### config.mk
export PLATFORM = sky130hd
export DESIGN_NAME = mem_stage
export DESIGN_NICKNAME = d
export VERILOG_FILES = /design/src/rtl/mem_stage.sv
export SDC_FILE = /design/constraint.sdc
export NUM_CORES = 1
export LEC_CHECK = 0
export ABC_AREA = 0
export BUFFER_PORTS_ARGS = -buffer_cell sky130_fd_sc_hd__buf_2
export CAP_MARGIN = 20
export CORE_ASPECT_RATIO = 1.75
export CORE_MARGIN = 3
export CORE_UTILIZATION = 40
export DETAILED_ROUTE_END_ITERATION = 6
export GPL_TIMING_DRIVEN = 0
export PLACE_DENSITY = 0.73
export SYNTH_ARGS = -nofsm -noshare
export SYNTH_HDL_FRONTEND = slang
export SYNTH_SLANG_ARGS = --single-unit
export TNS_END_PERCENT = 5
### constraint.sdc
create_clock -name clk -period 1.9 [get_ports clk]
set_clock_uncertainty 0.05 [all_clocks]
set_input_delay 0.19 -clock clk [delete_from_list [all_inputs] [get_ports clk]]
set_output_delay 0.19 -clock clk [all_outputs]
set_load 0.02 [all_outputs]
### src/rtl/mem_stage.sv
// Memory-access pipeline stage: turns RV32I load/store micro-ops into ok/release
// handshakes on the memory controller's data port and formats results for writeback.
//
// state | meaning
// IDLE  | ready for a micro-op; non-memory ops complete here in one cycle
// REQ   | mm_e high and request held stable until the controller returns mm_ok
// REL   | request dropped; waiting for mm_ok to fall before taking another op
module mem_stage #(
    parameter int AW = 32
) (
    input  logic          clk,
    input  logic          rst_n,

    input  logic          ex_valid,
    output logic          ex_ready,
    input  logic          ex_ld,
    input  logic          ex_st,
    input  logic [2:0]    ex_f3,
    input  logic [AW-1:0] ex_addr,
    input  logic [31:0]   ex_wdata,
    input  logic [4:0]    ex_rd,
    input  logic [31:0]   ex_res,

    output logic          mm_e,
    output logic [AW-1:0] mm_a,
    output logic [31:0]   mm_n_i,
    output logic          mm_wr,
    output logic [1:0]    mm_cu,
    input  logic          mm_ok,
    input  logic [31:0]   mm_n_o,

    output logic          wb_valid,
    output logic [4:0]    wb_rd,
    output logic [31:0]   wb_data
);

    typedef enum logic [1:0] {
        IDLE = 2'd0,
        REQ  = 2'd1,
        REL  = 2'd2
    } state_t;

    state_t      state;
    logic [4:0]  rd_q;
    logic [2:0]  f3_q;
    logic [1:0]  cu_next;
    logic [31:0] ld_data;

    assign ex_ready = (state == IDLE);

    // Size 11 is not a legal RV32I width; it is issued as a word access.
    always_comb begin
        cu_next = 2'd3;
        case (ex_f3[1:0])
            2'b00:   cu_next = 2'd0;
            2'b01:   cu_next = 2'd1;
            default: cu_next = 2'd3;
        endcase
    end

    // The controller already zero-extends to the access size; only signed
    // byte/half loads need the upper bits filled.
    always_comb begin
        ld_data = mm_n_o;
        case (f3_q)
            3'b000:  ld_data = {{24{mm_n_o[7]}}, mm_n_o[7:0]};
            3'b001:  ld_data = {{16{mm_n_o[15]}}, mm_n_o[15:0]};
            3'b100:  ld_data = {24'd0, mm_n_o[7:0]};
            3'b101:  ld_data = {16'd0, mm_n_o[15:0]};
            default: ld_data = mm_n_o;
        endcase
    end

    always_ff @(posedge clk or negedge rst_n) begin
        if (!rst_n) begin
            state    <= IDLE;
            mm_e     <= 1'b0;
            mm_a     <= '0;
            mm_n_i   <= 32'd0;
            mm_wr    <= 1'b0;
            mm_cu    <= 2'd0;
            rd_q     <= 5'd0;
            f3_q     <= 3'd0;
            wb_valid <= 1'b0;
            wb_rd    <= 5'd0;
            wb_data  <= 32'd0;
        end else begin
            wb_valid <= 1'b0;
            case (state)
                IDLE: begin
                    if (ex_valid) begin
                        if (ex_ld || ex_st) begin
                            mm_a   <= ex_addr;
                            mm_wr  <= ex_st;
                            mm_n_i <= ex_wdata;
                            mm_cu  <= cu_next;
                            rd_q   <= ex_rd;
                            f3_q   <= ex_f3;
                            mm_e   <= 1'b1;
                            state  <= REQ;
                        end else begin
                            wb_valid <= 1'b1;
                            wb_rd    <= ex_rd;
                            wb_data  <= ex_res;
                        end
                    end
                end
                REQ: begin
                    if (mm_ok) begin
                        mm_e     <= 1'b0;
                        wb_valid <= 1'b1;
                        if (mm_wr) begin
                            wb_rd   <= 5'd0;
                            wb_data <= 32'd0;
                        end else begin
                            wb_rd   <= rd_q;
                            wb_data <= ld_data;
                        end
                        state <= REL;
                    end
                end
                REL: begin
                    if (!mm_ok) begin
                        state <= IDLE;
                    end
                end
                default: begin
                    mm_e  <= 1'b0;
                    state <= IDLE;
                end
            endcase
        end
    end

endmodule
After elaboration in Yosys (flattened, before gate mapping)
Cells that the tools add are included.

Bits in registers: 116. Input bits: 142. Output and inout port bits: 107. Logic and storage cells: 57.

Equal/unequal tests: 11. Mux-type cells: 25. Bitwise operators: 1. Reduce and logical (&&, ||, !) cells: 9.

Operator list (count): 32-bit 2-to-1 mux (4); 32-bit case mux with 4 select lines (1); 32-bit case mux with 2 select lines (1); 5-bit 2-to-1 mux (4); 4-bit AND reduction (3); 5-bit case mux with 2 select lines (1); 2-bit 2-to-1 mux (4); 2-bit inequality test (second input constant) (4); 3-bit == test (second input constant) (2); 1-bit 2-to-1 mux (6); 2-bit case mux with 3 select lines (1); 2-bit by 1-bit == test with 1-bit output (second input constant) (2); 2-bit logical NOT (2); 2-bit case mux with 2 select lines (1); 3-bit by 1-bit == test with 1-bit output (second input constant) (1); 3-bit logical NOT (1); 1-bit case mux with 3 select lines (1); 3-bit AND reduction (1); 2-bit == test (second input constant) (1); 2-bit by 1-bit inequality test with 1-bit output (second input constant) (1); 1-bit case mux with 2 select lines (1); 2-bit nonzero test (1); 1-bit logical OR (1); 1-bit NOT (1).

Longest topological paths before layout
Gate-level depths: netlist (run 1).

Depth in word-level cells: 5. Gate-level depth with buffers: 6.

Worst setup path before layout (run 1)
OpenSTA, ideal clock, no wires.

Path kind: reg2reg. Start: register state[0]. End: register wb_data[0]. Arrival: 1504 ps. Slack: 220 ps. Cell stages (with the launch flop): 6. Cell sequence: dfrtp_1 > or4b_1 > a21oi_2 > buf_4 > buf_2 > a21oi_1.

Longest elaborated chain between the ends: 3. Elaborated cells on any way between the ends: 8. Those cells by class: eq/ne: 4; mux: 1; reduce/logical: 3.

Ends and longest elaborated chain: from (decl) (RTL line 43) `state_t state;`; from (signal assigned) (RTL line 76) `state <= IDLE;`; from (signal assigned) (RTL line 100) `state <= REQ;`; from (signal assigned) (RTL line 119) `state <= REL;`; 2-bit by 1-bit == test with 1-bit output / 2-bit logical NOT (equally long branches) (RTL line 89) `case (state)`; 2-bit inequality test (no source line) / 2-bit nonzero test (equally long branches); 4-bit AND reduction (no source line); to (signal assigned) (RTL line 104) `wb_data <= ex_res;`; to (signal assigned) (RTL line 117) `wb_data <= ld_data;`; to (decl) (RTL line 34) `output logic [31:0] wb_data`.

Parallel ways exist; a longest one is shown, timed or not. A chain may end at the register's enable or synchronous reset.

Worst setup path in the final report (run 1)
Start: register state[0]. End: register wb_rd[1].

Longest elaborated chain between the ends: 3. Elaborated cells on any way between the ends: 8. Those cells by class: eq/ne: 4; mux: 1; reduce/logical: 3.

Ends and longest elaborated chain: 2-bit by 1-bit == test with 1-bit output / 2-bit logical NOT (equally long branches) (RTL line 89); 2-bit inequality test (no source line) / 2-bit nonzero test (equally long branches); 4-bit AND reduction (no source line); to (signal assigned) (RTL line 103) `wb_rd <= ex_rd;`; to (signal assigned) (RTL line 116) `wb_rd <= rd_q;`; to (decl) (RTL line 33) `output logic [4:0] wb_rd,`.

Parallel ways exist; a longest one is shown, timed or not.

==> run_results.csv, run 1 <==
group,metric,value,unit
global_route,grtUsageTotal,25.2,%
global_route,antenna_found_initial,0,
worst_setup_path,worstSetupPathType,"flip-flop to flip-flop",
hold_path,hold_path_class,"input pin to flip-flop",
timing,slew_viol_final,0,
cts,clock_latency,0.40,ns
cts,cts-root-buf,"clkbuf_16",
logic_synthesis,synthCells,551,
logic_synthesis,synth_top_family_by_area,"simple AND/OR/NAND/NOR gates",
placed_design,port_buffers,248,
logic_synthesis,synth_top_area_share,58.7,%
drt,first_pass_iters,4,
logic_synthesis,synth_area_leaders,"dfrtp_1 (59%), nand2_1 (17%), a21oi_1 (4.2%)",
timing,hold_violations,0,
cts,tritoncts,"built",
floorplanning,start_util,41.0,%
cts,cts_made_buffers,17,
logic_synthesis,synth_area,4950,sq um
global_route,grt_pass1_vias,5565,
placed_design,gp_congestion,0.809,
worst_setup_path,crit_fanout,10,
logic_synthesis,synth_top_area_cell,"dfrtp_1",
final_layout,area_growth,58.9,%
logic_synthesis,synth.distinct_cells,24,
worst_setup_path,crit_required,2.17,ns
global_route,grt_max_degree,61,
timing,hold_ws,0.0127,ns
logic_synthesis,synth.mux.area_fraction,0.202,%
worst_setup_path,arrival,2.13,ns
global_route,grt_remaining_overflow,0,
drt,ant_nets,0,
hold_path,hold_start,"ex_st",
logic_synthesis,post_synth_and_or_nand_nor_area_fraction,23.8,%
final_layout,mostFrequentLayoutCell,"buf_2",
cts,path_clk_slew,0.05,ns
logic_synthesis,synth_xor_area_share,0,%
logic_synthesis,ys_ff_latch,116,
timing,timing.slew.headroom,59.0,%
power_and_ir_drop,ir_drop,999,uV
timing,grt_setup_unrepaired,"true",
placed_design,dpl.hpwl,11700,microns
drt,drt_iter0_drc,170,
timing,final.setup.worst_slack,0.0366,ns
final_layout,nets,1039,
floorplanning,die-height,153,microns
floorplanning,dieWidth,90.1,microns
timing,fmax,537,MHz
final_layout,n_antenna_cell,0,
logic_synthesis,synthAdderAreaFrac,0,%
worst_setup_path,rr_startpoint,"state[0]$_DFFE_PN0P_",
worst_setup_path,endpoint_kind,"flip-flop",
drt,wl_per_cell,16.0,microns
logic_synthesis,yosys_warnings,0,
cts,clock-sinks,116,
floorplanning,dieArea,13800,sq um
global_route,grt_pass1_wl,27900,microns
floorplanning,core_area,12100,sq um
power_and_ir_drop,powerDensity,1630,nW/um^2
cts,clock_path_buffers,2,
timing,worst_slew_pin_slew,0.614,ns
cts,cts_max_level,4,
final_layout,most-common-layout-cells,"buf_2 (259), nand2_1 (222), dfrtp_1 (113)",
logic_synthesis,synth-compound-area-share,13.5,%
drt,routed_wirelength,17200,microns
drt,via_per_inst,4.82,
placed_design,pre_cts_ws,-0.193,ns
logic_synthesis,synth_nets,693,
floorplanning,fp-row-count,53,
logic_synthesis,yosysSeqAreaShare,58.7,%
flow_run,max-cap-violations,0,
final_layout,drive_gt1_share,34.6,%
timing,fin_crit_sh,98.1,%
worst_setup_path,cp-start-kind,"flip-flop",
floorplanning,io_pins,249,
timing,period_needed,1.86,ns
drt,drc,0,
power_and_ir_drop,leakagePower,4.17,nW
logic_synthesis,synth_area_per_cell,8.98,sq um
worst_setup_path,crit_start,"state[0]$_DFFE_PN0P_",
drt,vias,5186,
run_status,status,"completed",
timing,setup_viol,0,
## per-layer routing
metal	vias up	routed length (microns)	GRT usage, %
met1	2406	6160	26.7
met4	0	492	10.5
met2	251	9270	46.5
met3	44	1240	6.60
met5	-	0	0
li1	2485	-	-
## logic make-up after synthesis
family                 after synthesis
and+or+nand+nor                    288
DFF                                116
AOI/OAI and AO/OA                  108
buffers and inverters               38
muxes                                1
## report_power, final
part / switching (mW) / leakage [nW] / total, mW / internal, mW
clock: 1.09 / 0.279 / 3.11 / 2.02
combinational: 3.49 / 2.51 / 5.41 / 1.93
sequential: 0.651 / 1.39 / 4.25 / 3.60
total: 5.23 / 4.17 / 12.8 / 7.55
## layout make-up
class	instances	area, sq um
Multi-Input combinational cell	397	1890
Timing Repair Buffer	327	2070
Clock inverter	9	103
Buffer	37	208
Tap cell	165	206
Clock buffer	23	478
Inverter	1	3.75
Sequential cell	116	2910
Fill cell	1007	4210
## synth_stat cells (all sizes together)
cell	n
a21boi	2
a21o	16
a21oi	43
a22o	1
a22oi	16
a31oi	8
buf	19
clkbuf	18
dfrtp	116
inv	1
mux2i	1
nand2	222
nand2b	10
nor2	39
nor3b	15
nor4b	1
o21a	9
o21ai	13
or4b	1
## flip-flops by register name, summed over array words and instances (netlist names)
| name | cells |
|---|---|
| wb_data | 32 |
| f3_q | 3 |
| mm_a | 32 |
| mm_n_i | 32 |
| rd_q | 5 |
| mm_e | 1 |
| mm_cu | 2 |
| mm_wr | 1 |
| wb_valid | 1 |
| state | 2 |
| wb_rd | 5 |
## worst max-delay path, stage by stage (launching register included)
cell and delay [ns]:
dfrtp_2 0.45, or4b_1 0.55, a21oi_2 0.23, buf_6 0.17, buf_6 0.15, nor2_1 0.05
a21oi_1 0.13
## metrics by stage
stage	instances	util (%)	power [mW]	cell area, sq um	TNS [ns]
CTS	1074	64.8	12.7	7820	-0.0364
detailed placement	965	53.3	9.40	6430	-7.01
floorplan	551	-	7.42	4950	0
global route	1075	65.1	13.5	7860	-1.58
finish	1075	65.1	12.8	7860	0
global placement	964	53.0	9.29	6390	-104.99
## final timing paths
check | endpoint | slack (ns) | depth (start not counted)
worst min register to register | mm_a[0]$_DFFE_PN0P_ | 0.42 | 2
worst min-delay path | mm_wr$_DFFE_PN0P_ | 0.01 | 2
max in group asynchronous | state[0]$_DFFE_PN0P_ | 0.81 | 3
worst max-delay path | wb_rd[1]$_DFFE_PN0P_ | 0.04 | 6
min in group asynchronous | mm_a[0]$_DFFE_PN0P_ | 0.28 | 2
worst max register to register | wb_rd[1]$_DFFE_PN0P_ | 0.04 | 6
## repair_timing
item                                   in CTS  in global routing
hold buffers                               77                  0
setup endpoints to repair                  78                 88
endpoints found under the hold margin     137                  0
gates resized for setup                    10                 20
pin swaps                                   0                  1
setup buffers                               0                  1
(Power assumes the default switching activity.)
==> run 2: changes to the inputs <==
--- a/config.mk
+++ b/config.mk
@@ -11,6 +11,7 @@
 export CORE_ASPECT_RATIO = 1.75
 export CORE_MARGIN = 3
 export CORE_UTILIZATION = 40
+export CTS_BUF_LIST = sky130_fd_sc_hd__clkbuf_2 sky130_fd_sc_hd__clkbuf_4 sky130_fd_sc_hd__clkbuf_8
 export DETAILED_ROUTE_END_ITERATION = 6
 export GPL_TIMING_DRIVEN = 0
 export PLACE_DENSITY = 0.73
==> run 2 against run 1 <==
Effect of this change:
- cell count increased by 1.0%
- register-to-register slack lost 0.02 ns
- setup slack worse by 0.017 ns
- non-clock buffer count grew 11
- critical path type unchanged
- critical path depth unchanged
- via count rose by 1.4%
==> run_results.csv, run 2 (synthesized netlist as in run 1, its figures left out) <==
group,metric,value,unit
run_status,status,"completed",
final_layout,final_util,64.5,%
hold_path,hold_path_class,"input pin to flip-flop",
drt,drt_iter0_drc,183,
power_and_ir_drop,powerDensity,1540,nW/um^2
timing,timing.slew.headroom,59.1,%
power_and_ir_drop,p_sw,5.12,mW
drt,routed_wirelength,17300,microns
power_and_ir_drop,power.share.clock,19.1,%
drt,routed-wl-met2,9210,microns
timing,period_needed,1.88,ns
final_layout,multi_input_area,1890,sq um
worst_setup_path,crit_end,"wb_rd[1]$_DFFE_PN0P_",
worst_setup_path,cp_top_family,"simple AND/OR/NAND/NOR gates",
floorplanning,start_util,41.0,%
worst_setup_path,crit_required,2.18,ns
power_and_ir_drop,leakagePower,4.15,nW
floorplanning,fp-row-count,53,
power_and_ir_drop,ir_drop,797,uV
placed_design,place_area,6430,sq um
drt,via_per_inst,4.84,
floorplanning,core_area,12100,sq um
final_layout,mostFrequentLayoutCell,"buf_2",
global_route,grt_max_degree,61,
worst_setup_path,arrival,2.16,ns
floorplanning,dieArea,13800,sq um
global_route,grtUsageTotal,25.1,%
worst_setup_path,rr_endpoint,"wb_rd[1]$_DFFE_PN0P_",
global_route,antenna_found_initial,0,
power_and_ir_drop,switching_share,42.8,%
timing,worst_slew_pin_slew,0.612,ns
drt,met3_length,1230,microns
drt,drc,0,
worst_setup_path,cp_common_cell,"buf_6",
global_route,grt_remaining_overflow,0,
worst_setup_path,cp-start-kind,"flip-flop",
floorplanning,io_pins,249,
worst_setup_path,critical_path.max_stage_delay,0.56,ns
placed_design,port_buffers,248,
final_layout,reg.largest.list,"mm_a: 32 flops, mm_n_i: 32 flops, wb_data: 32 flops",
final_layout,nets,1050,
placed_design,gp_congestion,0.809,
worst_setup_path,rrSetupSlack,0.02,ns
final_layout,regArea,2910,sq um
worst_setup_path,crit_start,"state[0]$_DFFE_PN0P_",
worst_setup_path,crit_fanout,10,
timing,hold_ws,0.0319,ns
timing,fin_crit_sh,99.0,%
worst_setup_path,endpoint_kind,"flip-flop",
cts,cts-root-buf,"clkbuf_8",
drt,first_pass_iters,4,
power_and_ir_drop,p_int,6.85,mW
global_route,grt_pass1_vias,5600,
cts,path_clk_slew,0.07,ns
placed_design,dpl.hpwl,11700,microns
worst_setup_path,critPathBufInv,2,
final_layout,n_antenna_cell,0,
cts,tritoncts,"built",
cts,clock_path_buffers,2,
final_layout,fin_area,7790,sq um
floorplanning,die-height,153,microns
drt,wl_per_cell,15.9,microns
drt,wl_met1,6180,microns
timing,hold_violations,0,
drt,top_layer,"met4",
worst_setup_path,ff2ff_path_depth,6,
drt,vias,5260,
cts,clock_latency,0.41,ns
final_layout,drive_gt1_share,34.9,%
timing,setup_viol,0,
power_and_ir_drop,p_comb_share,45.5,%
cts,cts_max_level,4,
worst_setup_path,crit_chain,"or4b_4 -> a21oi_2 -> buf_6 -> buf_6 -> nor2_1 -> a21oi_1",
timing,fmax,532,MHz
cts,cts_made_buffers,17,
global_route,grt_pass1_wl,27900,microns
power_and_ir_drop,total_power,12.0,mW
worst_setup_path,cp.depth,6,
flow_run,max-cap-violations,0,
floorplanning,dieWidth,90.1,microns
final_layout,area_growth,57.4,%
power_and_ir_drop,p_seq_share,35.4,%
final_layout,nFillCells,1015,
timing,slew_viol_final,0,
worst_setup_path,rr_startpoint,"state[0]$_DFFE_PN0P_",
drt,ant_nets,0,
worst_setup_path,worstSetupPathType,"flip-flop to flip-flop",
cts,clock-sinks,116,
final_layout,most-common-layout-cells,"buf_2 (260), nand2_1 (222), dfrtp_1 (114)",
worst_setup_path,slowest_stage,"or4b_4",
## run 2: power by group through the flow
stage	logic (mW)	registers [mW]	clock network, mW
finish	5.45	4.24	2.29
global route	5.89	4.39	2.43
CTS	5.36	4.21	2.34
detailed placement	5.18	4.22	0
global placement	5.09	4.20	0
floorplan	1.91	5.51	0
## run 2: how the worst min path moves through the flow
| stage | start | end | slack, ns | depth (start not counted) |
|---|---|---|---|---|
| global route | ex_res[0] | wb_data[0]$_DFFE_PN0P_ | 0.04 | 3 |
| global placement | ex_addr[27] | mm_a[27]$_DFFE_PN0P_ | 0.33 | 3 |
| detailed placement | rst_n | mm_a[0]$_DFFE_PN0P_ | 0.15 | 1 |
| floorplan | rst_n | f3_q[0]$_DFFE_PN0P_ | -0.16 | 0 |
| finish | ex_res[4] | wb_data[4]$_DFFE_PN0P_ | 0.03 | 3 |
| CTS | ex_res[4] | wb_data[4]$_DFFE_PN0P_ | 0.002 | 3 |
## run 2: cell type report
class | instances | share of cell area (%)
Clock inverter | 9 | 1.32
Tap cell | 165 | 2.65
Inverter | 1 | 0.0482
Sequential cell | 116 | 37.3
Clock buffer | 23 | 3.82
Timing Repair Buffer | 338 | 27.9
Multi-Input combinational cell | 397 | 24.3
Buffer | 37 | 2.65
## run 2: worst min-delay path, cell delays in order
cell	delay [ns]
buf_2	0.08
a21oi_1	0.05
a21oi_1	0.13
## run 2: timing repair
| item | 4_1_cts | 5_1_grt |
|---|---|---|
| pin swaps | 0 | 2 |
| gates resized for setup | 11 | 18 |
| gates cloned | 0 | 0 |
| endpoints found under the setup margin | 78 | 89 |
| hold endpoints to repair | 147 | 0 |
| buffers inserted | 0 | 3 |
| hold buffers | 86 | 0 |
## run 2: routing by layer
layer | up-vias | track usage, %
met1 | 2443 | 26.9
met5 | - | 0
met4 | 0 | 11.6
li1 | 2506 | -
met2 | 262 | 46.1
met3 | 49 | 6.15
## run 2: metrics by stage
stage | cells | setup slack (ns) | setup TNS [ns]
global route | 1086 | -0.0678 | -0.765
CTS | 1083 | 0.000735 | 0
detailed placement | 965 | -0.193 | -7.01
floorplan | 551 | 0.220 | 0
global placement | 964 | -0.867 | -104.99
finish | 1086 | 0.0194 | 0
==> run 3: changes to the inputs <==
--- a/config.mk
+++ b/config.mk
@@ -8,14 +8,15 @@
 export ABC_AREA = 0
 export BUFFER_PORTS_ARGS = -buffer_cell sky130_fd_sc_hd__buf_2
 export CAP_MARGIN = 20
+export CELL_PAD_IN_SITES_DETAIL_PLACEMENT = 1
+export CELL_PAD_IN_SITES_GLOBAL_PLACEMENT = 2
 export CORE_ASPECT_RATIO = 1.75
 export CORE_MARGIN = 3
-export CORE_UTILIZATION = 40
+export CORE_UTILIZATION = 26
 export CTS_BUF_LIST = sky130_fd_sc_hd__clkbuf_2 sky130_fd_sc_hd__clkbuf_4 sky130_fd_sc_hd__clkbuf_8
 export DETAILED_ROUTE_END_ITERATION = 6
 export GPL_TIMING_DRIVEN = 0
-export PLACE_DENSITY = 0.73
+export PLACE_DENSITY = 0.83
 export SYNTH_ARGS = -nofsm -noshare
 export SYNTH_HDL_FRONTEND = slang
 export SYNTH_SLANG_ARGS = --single-unit
-export TNS_END_PERCENT = 5
==> run 3 against run 2 <==
Effect of this change:
- worst hold slack better by 0.0059 ns
- maximum frequency rose by 4.6%
- setup slack gained 0.082 ns
- cell count increased by 7.6%
- routed wire length increased by 15%
- clock-buffer cell count down 4
- core utilization is 21 points lower
- via count is 0.99% higher
- final area up 3.1%
- clock power is 12% higher
==> run_results.csv, run 3 (synthesized netlist as in run 1, its figures left out) <==
group,metric,value,unit
global_route,antenna_found_initial,1,
timing,timing.slew.headroom,57.7,%
floorplanning,dieWidth,110,microns
cts,cts_max_level,4,
worst_setup_path,worstSetupPathType,"input pin to flip-flop",
final_layout,nets,1059,
final_layout,drive_gt1_share,34.7,%
power_and_ir_drop,powerDensity,1540,nW/um^2
drt,routed_wirelength,19900,microns
run_status,status,"completed",
timing,slew_viol_final,0,
floorplanning,fp-row-count,66,
global_route,grtUsageMet2,37.6,%
floorplanning,die-height,188,microns
floorplanning,core_area,18700,sq um
timing,final.setup.worst_slack,0.101,ns
placed_design,gp_congestion,0.760,
global_route,grt_remaining_overflow,0,
timing,hold_violations,0,
timing,hold_ws,0.0378,ns
placed_design,pre_cts_ws,-0.290,ns
placed_design,dp_cells,1038,
final_layout,most-common-layout-cells,"buf_2 (257), nand2_1 (222), dfrtp_1 (115)",
drt,drt_iter0_drc,164,
final_layout,reg.largest.list,"mm_a: 32 flops, mm_n_i: 32 flops, wb_data: 32 flops",
global_route,grtUsageTotal,19.5,%
cts,clock-sinks,116,
worst_setup_path,cp-start-kind,"input pin",
global_route,top_usage_layer,"met2",
floorplanning,io_pins,249,
global_route,grt_pass1_wl,30800,microns
final_layout,fin_area,8030,sq um
power_and_ir_drop,ir_drop,642,uV
placed_design,place_area,6520,sq um
final_layout,mostFrequentLayoutCell,"buf_2",
timing,worst_slew_pin_slew,0.632,ns
cts,clock_latency,0.43,ns
drt,ant_nets,0,
cts,clock_path_buffers,2,
cts,tritoncts,"built",
floorplanning,dieArea,20800,sq um
global_route,grt_pass1_vias,5924,
final_layout,area_growth,62.3,%
timing,grt_setup_unrepaired,"true",
placed_design,port_buffers,248,
timing,fmax,556,MHz
global_route,grt_max_degree,72,
worst_setup_path,crit_fanout,10,
placed_design,dpl.hpwl,14400,microns
drt,wl_per_cell,17.0,microns
hold_path,hold_path_class,"input pin to flip-flop",
worst_setup_path,endpoint_kind,"flip-flop",
cts,cts-root-buf,"clkbuf_8",
flow_run,max-cap-violations,0,
global_route,gr-usage-met1,18.8,%
power_and_ir_drop,leakagePower,4.20,nW
floorplanning,start_util,26.5,%
timing,fin_crit_sh,94.7,%
timing,setup_viol,0,
final_layout,nFillCells,2279,
cts,cts_made_buffers,17,
drt,first_pass_iters,4,
worst_setup_path,arrival,2.06,ns
cts,path_clk_slew,0.08,ns
drt,vias,5312,
timing,period_needed,1.80,ns
global_route,grtUsageMet3,4.35,%
final_layout,layout.cells.non_filler,1169,
worst_setup_path,crit_required,2.16,ns
drt,via_per_inst,4.54,
drt,drc,0,
==> run 3: final cells by class <==
cell class,instances,area [sq um],share of cell area [%]
sequential,116,2900,36.2
timing repair buffer,348,2270,28.3
multi-input combinational,397,1900,23.6
tap,238,298,3.71
clock buffer,19,262,3.26
buffer,36,211,2.63
clock inverter,13,181,2.26
inverter,1,3.75,0.0467
antenna,1,2.50,0.0312
==> run 3: repair_timing <==
action / 4_1_cts / 5_1_grt
pin swaps: 2 / 1
endpoints found under the setup margin: 97 / 103
hold buffers: 96 / 0
endpoints found under the hold margin: 146 / 0
resized for setup: 16 / 16
setup buffers: 1 / 2
==> run 3: where the power goes <==
part	leakage, nW	internal, mW	switching (mW)
sequential	1.39	3.59	0.632
combinational	2.60	1.98	3.60
clock	0.210	1.49	1.07
==> run 3: path summary, 6_finish.rpt <==
path                       cells past startpoint            startpoint                      end  slack [ns]
min                                            3            ex_res[25]  wb_data[25]$_DFFE_PN0P_        0.04
min reg2reg                                    2  mm_a[22]$_DFFE_PN0P_     mm_a[22]$_DFFE_PN0P_        0.42
max in group asynchronous                      3                 rst_n   mm_n_i[20]$_DFFE_PN0P_        0.85
min in group asynchronous                      2                 rst_n  wb_data[19]$_DFFE_PN0P_        0.20
max                                            7                 ex_st  wb_data[18]$_DFFE_PN0P_        0.10
max reg2reg                                    5  state[0]$_DFFE_PN0P_  wb_data[18]$_DFFE_PN0P_        0.11
==> run 3: per-stage QoR <==
step	TNS (ns)	utilization [%]	power (mW)
2_1_floorplan	0	-	7.42
3_3_place_gp	-137.60	34.8	9.49
3_5_place_dp	-14.18	34.9	9.62
4_1_cts	0	42.7	12.5
5_1_grt	-0.00542	43.0	13.3
6_report	0	43.0	12.4
==> run 3: worst max-delay path, stage by stage <==
cell and delay (ns):
dlygate4sd3_1 0.55, buf_2 0.15, or4b_4 0.52, a21oi_2 0.20
buf_6 0.16, buf_4 0.19, a21oi_1 0.09
==> run 3: layer usage <==
layer	up-vias	part of all wire, %	wire length, microns
li1	2530	-	-
met3	41	5.9	1170
met4	0	3.4	676
met5	-	0	0
met2	204	56	11100
met1	2537	35	6980
